$ cat src/rtl/controlpath_multi_if.sv
`default_nettype none
// ============================================================================
// Module   : controlpath_multi_if
// Brief    : Control bundle between the multi-cycle FSM and datapath/memories.
// Revision : 1.0
// ============================================================================
interface controlpath_multi_if #(
    parameter int INSTRET_W = 32
);
    logic [6:0]           inst_opcode;
    logic [2:0]           inst_funct3;
    logic                 alu_rd_equals_zero;
    logic                 imem_ready;
    logic                 dmem_ready;
    logic                 imem_req;
    logic                 ir_wren;
    logic                 alu_out_wren;
    logic [1:0]           alu_op_raw;
    logic                 alu_op_a_sel;
    logic                 alu_op_b_sel;
    logic                 mem_rd_en;
    logic                 mem_wr_en;
    logic                 reg_file_wen;
    logic                 pc_wren;
    logic                 sel_next_pc;
    logic                 illegal_inst;
    logic                 bus_err;
    logic [INSTRET_W-1:0] instret;

    modport master (
        input  inst_opcode, inst_funct3, alu_rd_equals_zero, imem_ready, dmem_ready,
        output imem_req, ir_wren, alu_out_wren, alu_op_raw, alu_op_a_sel, alu_op_b_sel,
               mem_rd_en, mem_wr_en, reg_file_wen, pc_wren, sel_next_pc,
               illegal_inst, bus_err, instret
    );

    modport slave (
        output inst_opcode, inst_funct3, alu_rd_equals_zero, imem_ready, dmem_ready,
        input  imem_req, ir_wren, alu_out_wren, alu_op_raw, alu_op_a_sel, alu_op_b_sel,
               mem_rd_en, mem_wr_en, reg_file_wen, pc_wren, sel_next_pc,
               illegal_inst, bus_err, instret
    );
endinterface
`default_nettype wire

$ cat src/rtl/controlpath_multi.sv
`default_nettype none
// ============================================================================
// Module   : controlpath_multi
// Brief    : Multi-cycle RV32I control FSM with wait-state handshakes and traps.
// Revision : 1.0
// ============================================================================
module controlpath_multi #(
    parameter int BUS_TIMEOUT = 16,
    parameter int INSTRET_W   = 32
) (
    input  wire logic           clk,
    input  wire logic           rst_n,
    controlpath_multi_if.master bus
);
    localparam int c_TO_W = $clog2(BUS_TIMEOUT + 1);
    localparam logic [c_TO_W-1:0] c_TO_LAST = c_TO_W'(BUS_TIMEOUT - 1);

    localparam logic [6:0] c_OPC_LOAD   = 7'b0000011;
    localparam logic [6:0] c_OPC_STORE  = 7'b0100011;
    localparam logic [6:0] c_OPC_OP     = 7'b0110011;
    localparam logic [6:0] c_OPC_OP_IMM = 7'b0010011;
    localparam logic [6:0] c_OPC_BRANCH = 7'b1100011;

    typedef enum logic [2:0] {
        ST_BOOT   = 3'd0,
        ST_FETCH  = 3'd1,
        ST_DECODE = 3'd2,
        ST_EXEC   = 3'd3,
        ST_MEM    = 3'd4,
        ST_WB     = 3'd5,
        ST_TRAP   = 3'd6
    } state_t;

    state_t               r_state;
    state_t               w_next;
    logic [c_TO_W-1:0]    r_to_cnt;
    logic [INSTRET_W-1:0] r_instret;
    logic                 r_illegal;
    logic                 r_bus_err;

    logic       w_is_load, w_is_store, w_is_op, w_is_op_imm, w_is_branch, w_legal;
    logic       w_take;
    logic       w_wait_low, w_timeout;
    logic       w_set_illegal, w_set_bus_err;
    logic       w_alu_drive;
    logic [1:0] w_raw_dec;
    logic       w_bsel_dec;

    logic       w_imem_req, w_ir_wren, w_alu_out_wren, w_mem_rd_en, w_mem_wr_en;
    logic       w_reg_file_wen, w_pc_wren, w_sel_next_pc;

    assign w_is_load   = (bus.inst_opcode == c_OPC_LOAD);
    assign w_is_store  = (bus.inst_opcode == c_OPC_STORE);
    assign w_is_op     = (bus.inst_opcode == c_OPC_OP);
    assign w_is_op_imm = (bus.inst_opcode == c_OPC_OP_IMM);
    assign w_is_branch = (bus.inst_opcode == c_OPC_BRANCH);
    assign w_legal     = w_is_load | w_is_store | w_is_op | w_is_op_imm | w_is_branch;

    // The ALU result is nonzero iff the base compare holds; odd funct3 inverts the sense.
    always_comb begin
        w_take = 1'b0;
        case (bus.inst_funct3)
            3'b000, 3'b100, 3'b110: w_take = ~bus.alu_rd_equals_zero;
            3'b001, 3'b101, 3'b111: w_take = bus.alu_rd_equals_zero;
            default:                w_take = 1'b0;
        endcase
    end

    always_comb begin
        w_raw_dec  = 2'b00;
        w_bsel_dec = 1'b1;
        if (w_is_op) begin
            w_raw_dec  = 2'b01;
            w_bsel_dec = 1'b0;
        end else if (w_is_op_imm) begin
            w_raw_dec  = 2'b10;
            w_bsel_dec = 1'b1;
        end else if (w_is_branch) begin
            w_raw_dec  = 2'b11;
            w_bsel_dec = 1'b0;
        end
    end

    // Ready wins over timeout on the last permitted cycle.
    assign w_wait_low = ((r_state == ST_FETCH) && !bus.imem_ready) ||
                        ((r_state == ST_MEM)   && !bus.dmem_ready);
    assign w_timeout  = w_wait_low && (r_to_cnt == c_TO_LAST);

    always_comb begin
        w_next         = r_state;
        w_imem_req     = 1'b0;
        w_ir_wren      = 1'b0;
        w_alu_out_wren = 1'b0;
        w_mem_rd_en    = 1'b0;
        w_mem_wr_en    = 1'b0;
        w_reg_file_wen = 1'b0;
        w_pc_wren      = 1'b0;
        w_sel_next_pc  = 1'b0;
        w_alu_drive    = 1'b0;
        w_set_illegal  = 1'b0;
        w_set_bus_err  = 1'b0;
        case (r_state)
            ST_BOOT: w_next = ST_FETCH;
            ST_FETCH: begin
                w_imem_req = 1'b1;
                if (bus.imem_ready) begin
                    w_ir_wren = 1'b1;
                    w_next    = ST_DECODE;
                end else if (w_timeout) begin
                    w_set_bus_err = 1'b1;
                    w_next        = ST_TRAP;
                end
            end
            ST_DECODE: begin
                if (w_legal) begin
                    w_next = ST_EXEC;
                end else begin
                    w_set_illegal = 1'b1;
                    w_next        = ST_TRAP;
                end
            end
            ST_EXEC: begin
                w_alu_out_wren = 1'b1;
                w_alu_drive    = 1'b1;
                if (w_is_load || w_is_store) begin
                    w_next = ST_MEM;
                end else if (w_is_branch) begin
                    w_pc_wren     = 1'b1;
                    w_sel_next_pc = w_take;
                    w_next        = ST_FETCH;
                end else begin
                    w_next = ST_WB;
                end
            end
            ST_MEM: begin
                w_alu_drive = 1'b1;
                w_mem_rd_en = w_is_load;
                w_mem_wr_en = w_is_store;
                if (bus.dmem_ready) begin
                    if (w_is_load) begin
                        w_next = ST_WB;
                    end else begin
                        w_pc_wren = 1'b1;
                        w_next    = ST_FETCH;
                    end
                end else if (w_timeout) begin
                    w_set_bus_err = 1'b1;
                    w_next        = ST_TRAP;
                end
            end
            ST_WB: begin
                w_alu_drive    = 1'b1;
                w_reg_file_wen = 1'b1;
                w_pc_wren      = 1'b1;
                w_next         = ST_FETCH;
            end
            ST_TRAP: w_next = ST_TRAP;
            default: w_next = ST_BOOT;
        endcase
    end

    always_ff @(posedge clk or negedge rst_n) begin
        if (!rst_n) begin
            r_state   <= ST_BOOT;
            r_to_cnt  <= '0;
            r_instret <= '0;
            r_illegal <= 1'b0;
            r_bus_err <= 1'b0;
        end else begin
            r_state <= w_next;
            if (w_next != r_state) begin
                r_to_cnt <= '0;
            end else if (w_wait_low) begin
                r_to_cnt <= r_to_cnt + 1'b1;
            end
            if (w_pc_wren) begin
                r_instret <= r_instret + 1'b1;
            end
            if (w_set_illegal) begin
                r_illegal <= 1'b1;
            end
            if (w_set_bus_err) begin
                r_bus_err <= 1'b1;
            end
        end
    end

    assign bus.imem_req     = w_imem_req;
    assign bus.ir_wren      = w_ir_wren;
    assign bus.alu_out_wren = w_alu_out_wren;
    assign bus.alu_op_raw   = w_alu_drive ? w_raw_dec : 2'b00;
    assign bus.alu_op_a_sel = 1'b0;
    assign bus.alu_op_b_sel = w_alu_drive ? w_bsel_dec : 1'b0;
    assign bus.mem_rd_en    = w_mem_rd_en;
    assign bus.mem_wr_en    = w_mem_wr_en;
    assign bus.reg_file_wen = w_reg_file_wen;
    assign bus.pc_wren      = w_pc_wren;
    assign bus.sel_next_pc  = w_sel_next_pc;
    assign bus.illegal_inst = r_illegal;
    assign bus.bus_err      = r_bus_err;
    assign bus.instret      = r_instret;

endmodule
`default_nettype wire

$ cat src/flat_wrapper.sv
// flat-port wrapper written by rule: the top's interface ports become plain ports
module controlpath_multi_flat 
#(
    parameter int BUS_TIMEOUT = 16,
    parameter int INSTRET_W   = 32
)
  (clk, rst_n, bus_inst_opcode, bus_inst_funct3, bus_alu_rd_equals_zero, bus_imem_ready, bus_dmem_ready, bus_imem_req, bus_ir_wren, bus_alu_out_wren, bus_alu_op_raw, bus_alu_op_a_sel, bus_alu_op_b_sel, bus_mem_rd_en, bus_mem_wr_en, bus_reg_file_wen, bus_pc_wren, bus_sel_next_pc, bus_illegal_inst, bus_bus_err, bus_instret);
  controlpath_multi_if #(.INSTRET_W(INSTRET_W)) bus_i ();
  input  wire logic clk;
  input  wire logic rst_n;
  input wire logic [$bits(bus_i.inst_opcode)-1:0] bus_inst_opcode;
  input wire logic [$bits(bus_i.inst_funct3)-1:0] bus_inst_funct3;
  input wire logic [$bits(bus_i.alu_rd_equals_zero)-1:0] bus_alu_rd_equals_zero;
  input wire logic [$bits(bus_i.imem_ready)-1:0] bus_imem_ready;
  input wire logic [$bits(bus_i.dmem_ready)-1:0] bus_dmem_ready;
  output wire logic [$bits(bus_i.imem_req)-1:0] bus_imem_req;
  output wire logic [$bits(bus_i.ir_wren)-1:0] bus_ir_wren;
  output wire logic [$bits(bus_i.alu_out_wren)-1:0] bus_alu_out_wren;
  output wire logic [$bits(bus_i.alu_op_raw)-1:0] bus_alu_op_raw;
  output wire logic [$bits(bus_i.alu_op_a_sel)-1:0] bus_alu_op_a_sel;
  output wire logic [$bits(bus_i.alu_op_b_sel)-1:0] bus_alu_op_b_sel;
  output wire logic [$bits(bus_i.mem_rd_en)-1:0] bus_mem_rd_en;
  output wire logic [$bits(bus_i.mem_wr_en)-1:0] bus_mem_wr_en;
  output wire logic [$bits(bus_i.reg_file_wen)-1:0] bus_reg_file_wen;
  output wire logic [$bits(bus_i.pc_wren)-1:0] bus_pc_wren;
  output wire logic [$bits(bus_i.sel_next_pc)-1:0] bus_sel_next_pc;
  output wire logic [$bits(bus_i.illegal_inst)-1:0] bus_illegal_inst;
  output wire logic [$bits(bus_i.bus_err)-1:0] bus_bus_err;
  output wire logic [$bits(bus_i.instret)-1:0] bus_instret;
  assign bus_i.inst_opcode = bus_inst_opcode;
  assign bus_i.inst_funct3 = bus_inst_funct3;
  assign bus_i.alu_rd_equals_zero = bus_alu_rd_equals_zero;
  assign bus_i.imem_ready = bus_imem_ready;
  assign bus_i.dmem_ready = bus_dmem_ready;
  assign bus_imem_req = bus_i.imem_req;
  assign bus_ir_wren = bus_i.ir_wren;
  assign bus_alu_out_wren = bus_i.alu_out_wren;
  assign bus_alu_op_raw = bus_i.alu_op_raw;
  assign bus_alu_op_a_sel = bus_i.alu_op_a_sel;
  assign bus_alu_op_b_sel = bus_i.alu_op_b_sel;
  assign bus_mem_rd_en = bus_i.mem_rd_en;
  assign bus_mem_wr_en = bus_i.mem_wr_en;
  assign bus_reg_file_wen = bus_i.reg_file_wen;
  assign bus_pc_wren = bus_i.pc_wren;
  assign bus_sel_next_pc = bus_i.sel_next_pc;
  assign bus_illegal_inst = bus_i.illegal_inst;
  assign bus_bus_err = bus_i.bus_err;
  assign bus_instret = bus_i.instret;
  controlpath_multi #(.BUS_TIMEOUT(BUS_TIMEOUT), .INSTRET_W(INSTRET_W)) u_core (.clk(clk), .rst_n(rst_n), .bus(bus_i));
endmodule
$ cat config.mk
export PLATFORM = sky130hd
export DESIGN_NAME = controlpath_multi_flat
export DESIGN_NICKNAME = d
export VERILOG_FILES = /design/src/rtl/controlpath_multi_if.sv /design/src/rtl/controlpath_multi.sv /design/src/flat_wrapper.sv
export SDC_FILE = /design/constraint.sdc
export NUM_CORES = 1
export LEC_CHECK = 0
export CORE_MARGIN = 4
export CORE_UTILIZATION = 41
export CTS_CLUSTER_SIZE = 28
export DETAILED_ROUTE_END_ITERATION = 12
export PLACE_DENSITY = 0.68
export SLEW_MARGIN = 0
export SYNTH_ARGS = -nofsm -noshare
export SYNTH_HDL_FRONTEND = slang
export SYNTH_SLANG_ARGS = --single-unit
$ cat constraint.sdc
create_clock -name clk -period 4.17 [get_ports clk]
set_input_delay 0.417 -clock clk [delete_from_list [all_inputs] [get_ports clk]]
set_output_delay 0.417 -clock clk [all_outputs]
set_load 0.01 [all_outputs]
==> results by group <==
Outcome
  • Run status: completed

Yosys
  • Top-area cell type share of the netlist area: 42.8%
  • Post-synth top flop: dfrtp_1
  • Compound-Gate Fraction of Synth Area: 7.75%
  • Post-synthesis sequential area ratio: 42.8%
  • Xor/xnor cell area share of the yosys netlist: 12.5%
  • Mux contribution to synthesized area: 0.408%
  • Post-synth ARST share: 100%
  • Post-Synth Simple-Gate Area: 29.4%
  • Count leader, synth: dfrtp_1
  • Syn Nets: 258
  • Yosys reg bits: 42
  • Number of synthesized flops with an enable pin: 0
  • Leading area contributor after synthesis: dfrtp_1
  • Synth Area per Inst: 10.2 µm²
  • Synth area leaders: dfrtp_1 (43%), xor2_1 (8.9%), nor4_2 (3.6%), xnor2_1 (3.6%), nand3_1 (3.1%)
  • Post-synthesis adder-cell area fraction: 1.53%
  • Main combinational cell family by area after synthesis: simple AND/OR/NAND/NOR gates
  • Cell area after synthesis: 0.00245 mm²
  • Synth Warn #: 0
  • Synth Instances: 240
  • Yosys cell types: 56
  • Synth top cells by count: dfrtp_1 (42), xor2_1 (25), nand2_1 (18)

Drt
  • Starting DRT DRC Count: 85
  • Via count: 1,891
  • Final WL: 5300 µm
  • Vias/cell: 5.15
  • Pre-antenna DRT Iters: 4
  • DRC viols: 0
  • DRT antenna net count: 0
  • WL/cell: 14.4 µm

GRT
  • Largest net degree at the start of global routing: 43
  • Initial antenna violation count: 0
  • First-pass GRT wire length: 9110 µm
  • Grt ovf: 0
  • Vias in the first global route: 1,898
  • GRT Resource Usage Total: 15.0%

Die
  • Die width: 85.4 µm
  • Die area: 0.00729 mm²
  • Initial core utilization: 43.5%
  • Die Ht: 85.4 µm
  • Row cnt: 27
  • Core Area: 0.00564 mm²
  • # IOs: 61

Min path
  • Hold Path Class: input pin to asynchronous set/reset pin

Layout
  • Nets: 312
  • Area grow syn2layout: 28.3%
  • N_diodes: 0
  • Final Non-Filler Cells: 367
  • Layout cell share with drive strength beyond 1: 9.49%
  • Fin util: 55.8%
  • Post-route design area: 0.00315 mm²

Place
  • Port Buffers: 59
  • Cells after DPL: 359
  • Cell Area, Placed: 0.00303 mm²
  • Worst slack, placed: 1.32 ns
  • Post-DP HPWL: 3890 µm
  • GPL Wtd Cong: 0.820

Clocking
  • PostCTS Resize Cnt: 0
  • Root buf cell: clkbuf_8
  • Worst-Skew Late Latency: 0.29 ns
  • Post-CTS Setup Inserts: 0
  • Hold buffers post-CTS: 0
  • H-tree Lvls: 2
  • Total clock buffers created by CTS: 5
  • CTS tree: done
  • Clk pin slew, worst setup/hold paths: 0.08 ns
  • CTS Buffer Depth: 2
  • Clk sinks: 42

Timing
  • Hold WS: 0.259 ns
  • RSZ-0062 raised after global routing: false
  • Max frequency: 0.351 GHz
  • Slew HR: 38.2%
  • Final slew viol count: 0
  • Actual slew at the worst max-slew pin: 0.927 ns
  • Worst clock skew: 0.00851 ns
  • Min setup slack post-route: 1.32 ns
  • Fin crit period: 2.85 ns
  • Final hold vios: 0
  • Final setup vio count: 0
  • Final Cycle Share: 68.3%
  • TNS Setup: 0 ns

Pwr
  • Power per cell area: 405 mW/mm²
  • Worst ir drop on vdd: 0.245 mV
  • Total power: 1.27 mW
  • Leakage: 1.40 nW

Worst setup path
  • Cell chain of the critical path: clkdlybuf4s50_1 -> nand4bb_1 -> o31ai_1 -> and3_1 -> clkinv_1 -> clkdlybuf4s50_1
  • FF-to-FF path depth: 5
  • Worst R2R End: u_core.bus.instret[27]$_DFFE_PN0P_
  • Setup slack, reg-to-reg: 1.70 ns
  • Slowest library cell on the worst path: clkdlybuf4s50_1
  • Slowest stage delay, CP: 0.57 ns
  • Worst Path Class, Setup: input pin to primary output
  • R2R Path Start: u_core.bus.instret[2]$_DFFE_PN0P_
  • Worst path required time: 3.75 ns
  • Worst Path Buf+Inv: 3
  • CP startpoint kind: input pin
  • Top cell by count, worst path: clkdlybuf4s50_1
  • CP endpoint kind: primary output
  • CP top delay family: buffers and inverters
  • WP data arrival: 2.43 ns
  • Setup crit start: bus_inst_opcode[2]
  • CP max FO: 9

Flow run
  • Maxcap violations: 0
## how the worst max path moves through the flow
stage                                           to  slack, ns  depth (start not counted)
floorplan           u_core.r_to_cnt[4]$_DFFE_PN0P_       2.20                          8
global placement                       bus_pc_wren       1.37                          6
detailed placement                     bus_pc_wren       1.32                          6
CTS                                    bus_pc_wren       1.32                          6
global route                           bus_pc_wren       1.17                          6
finish                                 bus_pc_wren       1.32                          6
## routing by layer
| layer | vias up | wire length, µm | GRT usage [%] |
|---|---|---|---|
| met3 | 2 | 200 | 3.30 |
| met5 | - | 0 | 0 |
| met2 | 30 | 2640 | 26.1 |
| met4 | 0 | 23 | 2.59 |
| li1 | 957 | - | - |
| met1 | 902 | 2440 | 19.4 |
## cells in the final DEF (no fill, tap or decap), types with 6 or more instances in the layout
cell,instances
nand4_1,6
inv_1,7
and3_1,9
nand2_1,18
nor2_1,10
clkdlybuf4s50_1,58
xor2_1,25
xnor2_1,10
dfrtp_1,42
nor3_1,13
nand3_1,15
nor4_2,7
## flip-flops by register name, indices dropped and copies added, names as in the netlist
signal                   count
u_core.bus.bus_err           1
u_core.bus.illegal_inst      1
u_core.bus.instret          32
u_core.r_state               3
u_core.r_to_cnt              5
## report_power, final
part           internal, mW  leakage [nW]  switching [mW]  total, mW
logic                 0.202         0.773           0.227      0.428
clock network         0.180        0.0585           0.144      0.323
registers             0.447         0.565          0.0753      0.522
total                 0.828          1.40           0.446       1.27
## final cells by class
cell class,count,area (µm²)
Clock buffer,5,68.8
Clock inverter,3,43.8
Fill cell,497,2490
Inverter,8,30.0
Multi-Input combinational cell,177,1270
Sequential cell,42,1050
Tap cell,72,90.1
Timing Repair Buffer,60,593
## cells by family after synthesis
group,count (synthesis)
AO/OA/AOI/OAI,26
XOR/XNOR,35
adder cells (fa/ha/maj),3
buffers and inverters,21
flip-flops,42
multiplexers,1
other,1
AND/OR/NAND/NOR,111
(Power assumes the default switching activity.)
